<file path="config.mk">
export PLATFORM = sky130hd
export DESIGN_NAME = bird_referee
export DESIGN_NICKNAME = d
export VERILOG_FILES = /design/src/rtl/bird_pkg.sv /design/src/rtl/bird_referee_bcd.sv /design/src/rtl/bird_referee.sv
export SDC_FILE = /design/constraint.sdc
export NUM_CORES = 1
export LEC_CHECK = 0
export BUFFER_PORTS_ARGS = -buffer_cell sky130_fd_sc_hd__buf_2
export CORE_ASPECT_RATIO = 0.5
export CORE_MARGIN = 1
export CORE_UTILIZATION = 25
export DETAILED_ROUTE_END_ITERATION = 8
export PLACE_DENSITY = 0.45
export SETUP_SLACK_MARGIN = 0.2
export SYNTH_ARGS = -nofsm -noshare
export SYNTH_HDL_FRONTEND = slang
export SYNTH_SLANG_ARGS = --single-unit
</file>
<file path="constraint.sdc">
create_clock -name clk -period 5.7 [get_ports clk]
set_clock_uncertainty 0.15 [all_clocks]
set_input_delay 1.14 -clock clk [delete_from_list [all_inputs] [get_ports clk]]
set_output_delay 1.14 -clock clk [all_outputs]
set_load 0.03 [all_outputs]
</file>
<file path="src/rtl/bird_pkg.sv">
// Shared types and constants for the bird column referee.
// Game state encoding, bird column index and default row count.
package bird_pkg;

    typedef enum logic [1:0] {
        IDLE,
        PLAY,
        OVER
    } game_state_t;

    localparam int BIRD_COL = 12;
    localparam int ROWS_DEF = 16;

endpackage

</file>
<file path="src/rtl/bird_referee_bcd.sv">
// bcd_counter2: two-digit BCD counter, saturating at 99.
// Ports: clk, reset (async high), clr (priority), inc, cnt[7:0] {tens,ones}.
module bcd_counter2 (
    input  logic       clk,
    input  logic       reset,
    input  logic       clr,
    input  logic       inc,
    output logic [7:0] cnt
);

    always_ff @(posedge clk or posedge reset) begin
        if (reset) begin
            cnt <= 8'h00;
        end else if (clr) begin
            cnt <= 8'h00;
        end else if (inc && cnt != 8'h99) begin
            if (cnt[3:0] == 4'd9) begin
                cnt <= {cnt[7:4] + 4'd1, 4'd0};
            end else begin
                cnt <= {cnt[7:4], cnt[3:0] + 4'd1};
            end
        end
    end

endmodule

</file>
<file path="src/rtl/bird_referee.sv">
// bird_referee: collision / game-over referee and BCD pipe score for the bird column.
// Ports: clk, reset (async high), start, birdState[ROWS], pipeCol[ROWS], pipePass,
//        Over, playing, score[7:0]; best[7:0] only when HIGH_SCORE_EN is defined.
module bird_referee
    import bird_pkg::*;
#(
    parameter int ROWS        = ROWS_DEF,
    parameter int GROUND_HOLD = 4
) (
    input  logic            clk,
    input  logic            reset,
    input  logic            start,
    input  logic [ROWS-1:0] birdState,
    input  logic [ROWS-1:0] pipeCol,
    input  logic            pipePass,
    output logic            Over,
    output logic            playing,
    output logic [7:0]      score
`ifdef HIGH_SCORE_EN
    ,
    output logic [7:0]      best
`endif
);

    localparam int GW = $clog2(GROUND_HOLD + 1);

    game_state_t   state, state_next;
    logic          start_q;
    logic          start_edge;
    logic [GW-1:0] ground_cnt;
    logic          hit;
    logic          score_clr;
    logic          score_inc;

    assign start_edge = start & ~start_q;

    // Any overlap counts, so a malformed multi-hot bird still collides.
    always_comb begin
        hit = 1'b0;
        if (state == PLAY) begin
            hit = (|(birdState & pipeCol))
                | (birdState == '0)
                | ((ground_cnt == GW'(GROUND_HOLD - 1)) & birdState[0]);
        end
    end

    always_comb begin
        state_next = state;
        unique case (state)
            IDLE: if (start_edge) state_next = PLAY;
            PLAY: if (hit)        state_next = OVER;
            OVER: if (start_edge) state_next = IDLE;
            default:              state_next = IDLE;
        endcase
    end

    always_ff @(posedge clk or posedge reset) begin
        if (reset) begin
            state      <= IDLE;
            start_q    <= 1'b0;
            ground_cnt <= '0;
            Over       <= 1'b0;
            playing    <= 1'b0;
        end else begin
            state   <= state_next;
            start_q <= start;
            Over    <= (state_next == OVER);
            playing <= (state_next == PLAY);
            if (state_next != state) begin
                ground_cnt <= '0;
            end else if (state == PLAY && birdState[0]) begin
                ground_cnt <= ground_cnt + GW'(1);
            end else begin
                ground_cnt <= '0;
            end
        end
    end

    // Hit wins over a simultaneous pass.
    assign score_clr = (state == IDLE) & start_edge;
    assign score_inc = (state == PLAY) & pipePass & ~hit;

    bcd_counter2 u_score (
        .clk   (clk),
        .reset (reset),
        .clr   (score_clr),
        .inc   (score_inc),
        .cnt   (score)
    );

`ifdef HIGH_SCORE_EN
    // BCD digits order the same as binary, so a plain compare works.
    always_ff @(posedge clk or posedge reset) begin
        if (reset) begin
            best <= 8'h00;
        end else if (state == PLAY && hit && score > best) begin
            best <= score;
        end
    end
`endif

endmodule

</file>
==> results.cfg <==
[power_and_ir_drop]
p_per_area_nw_per_um2 = 218
power.leakage_nw = 0.623
ir_drop_v = 0.0000788

[die]
pin_count = 46
chipHeight_um = 45.1
core_um2 = 3490
die_area_um2 = 3980
row_count = 15
start_util_pct = 26.6
fp.dieW_um = 88.2

[timing]
period_minus_slack_ns = 2.81
whs_ns = 0.293
setup_viol = 0
hold_violations = 0
relSlewSlack_pct = 49.2
drv_slew = 0
worstMarginPinSlew_ns = 0.757
fmax_ghz = 0.356
tns_ns = 0
period_share_pct = 49.3
rsz0062_at_grt = false

[setup_path]
crit_path_end_kind = register
arrival_ns = 2.84
worstPathMaxFanout = 16
critPathLaunchType = input port
reg2reg_depth = 7
crit_required_ns = 5.73
critPathKind = in -> reg

[final_layout]
instances_no_fill = 195
diodes = 0
layout-drive-gt1-share_pct = 36.8
seqCellArea_um2 = 400
multi_input_area_um2 = 489
final_cell_mix = 45 x buf_2, 16 x dfrtp_1
mostFrequentLayoutCell = buf_2
area_growth_pct = 35.5
fin_area_um2 = 1260
fillCellCount = 386
layout.nets = 187

[placed_design]
dp_cells = 191
hpwl_um = 1790
post_dp_cell_area_um2 = 1200
portBuffers = 45
gp_congestion = 0.755

[logic_synthesis]
netlist_instances = 97
yosysUniqueCellTypes = 28
yosys-top-cells-area = dfrtp_1 43%, ha_1 8.1%, or4_1 5.7%
synth_seq_cells = 16
async_flop_share_pct = 100
synth_largest_area_cell = dfrtp_1
synth_top_flop_cell = dfrtp_1
syn-num-nets = 139
synth_edf_count = 0
netlist.area_leader.share_pct = 43.1
ys_warn_count = 0
ys_seq_area_share_pct = 43.1
synth_area_um2 = 930
postSynthAreaPerCell_um2 = 9.58

[detailed_routing]
ant_nets = 0
drc = 0
wl_met2_um = 1040
drt-pass1-iter-count = 4
wl_met3_um = 171
highest_layer = met4
routed_wl_um = 2310
dr.first_iter.drc_count = 35
met1Wirelength_um = 1080
vias = 962
routed_via_density = 4.93
post_drt_wl_per_cell_um = 11.9

[clocking]
path_clk_slew_ns = 0.07
postCtsHoldBufs = 0
cts-root-buf = clkbuf_8
cts_resized = 0
clockBufferDepth = 2
numCtsBuffers = 3
cts_max_level = 1
post-cts-setup-buffer-count = 0
clkSinkCount = 16
tritoncts = done
clock_latency_ns = 0.25

[global_route]
grt_pass1_vias = 842
antenna_found_initial = 0
grt_max_degree = 17
grt_pass1_wl_um = 3730
overflow = 0
grt_usage_pct = 12.9

[hold_path]
hold_path.class = reg -> reg
timing.hold.worst_path_depth = 1

[job]
drv_cap = 0

[run_status]
status = complete, no violations
[cells in the mapped netlist, types with 2 or more instances]
cell type	instances
or4_1	7
nor4_1	4
nand3_1	4
nor3_1	2
nand4_1	3
a21o_1	2
inv_1	5
o31ai_1	3
buf_2	2
a22oi_1	6
nand2_1	7
a21oi_1	7
nor2_1	4
dfrtp_1	16
ha_1	6
o21ai_0	7
[registers in the layout, indices dropped and copies added, names as in the netlist]
register     flops
playing          1
state            2
ground_cnt       3
start_q          1
u_score.cnt      8
Over             1
[metal layers]
| metal | track usage (%) | vias up |
|---|---|---|
| li1 | - | 469 |
| met2 | 21.4 | 42 |
| met3 | 4.02 | 5 |
| met4 | 4.84 | 0 |
| met5 | 0 | - |
| met1 | 16.0 | 446 |
[critical path, cell delays in order]
cell      delay, ns
buf_2          0.11
a222oi_1       0.49
nand4_2        0.38
or4_1          0.57
a21oi_1        0.15
[logic make-up after synthesis]
group / Yosys count / share of synthesized area, %
adder cells (fa/ha/maj): 6 / 8.08
AND/OR/NAND/NOR: 38 / 24.2
AO/OA/AOI/OAI: 29 / 20.3
buffers and inverters: 8 / 4.31
flip-flops: 16 / 43.1
[final cells by class]
class	instances	area share (%)
multi-input cells	73	38.8
flip-flops and latches	16	31.8
repair buffers	46	18.5
well taps	51	5.06
clock buffers	4	4.37
inverters	5	1.49
[power breakdown]
part	switching (mW)	internal [mW]	total [mW]
clock	0.0421	0.0614	0.103
combinational	0.0281	0.0191	0.0472
sequential	0.00351	0.121	0.124
total	0.0736	0.201	0.275
[path summary, 6_finish.rpt]
kind                                          from                    endpoint  slack [ns]
min reg2reg                ground_cnt[0]$_DFF_PP0_     ground_cnt[0]$_DFF_PP0_        0.29
max reg2reg                ground_cnt[0]$_DFF_PP0_  u_score.cnt[2]$_DFFE_PP0P_        3.27
min                        ground_cnt[0]$_DFF_PP0_     ground_cnt[0]$_DFF_PP0_        0.29
min in group asynchronous                    reset  u_score.cnt[5]$_DFFE_PP0P_        0.81
max                                   birdState[2]  u_score.cnt[2]$_DFFE_PP0P_        2.89
max in group asynchronous                    reset              Over$_DFF_PP0_        4.17
[stage by stage]
stage	setup WS, ns	total power, mW	util, %
4_1_cts	2.88	0.280	36.1
3_5_place_dp	2.61	0.174	34.5
2_1_floorplan	3.01	0.151	-
5_1_grt	2.77	0.292	36.1
6_report	2.89	0.275	36.1
3_3_place_gp	2.64	0.174	34.5
Note: power is estimated with default switching activity, not from simulation.
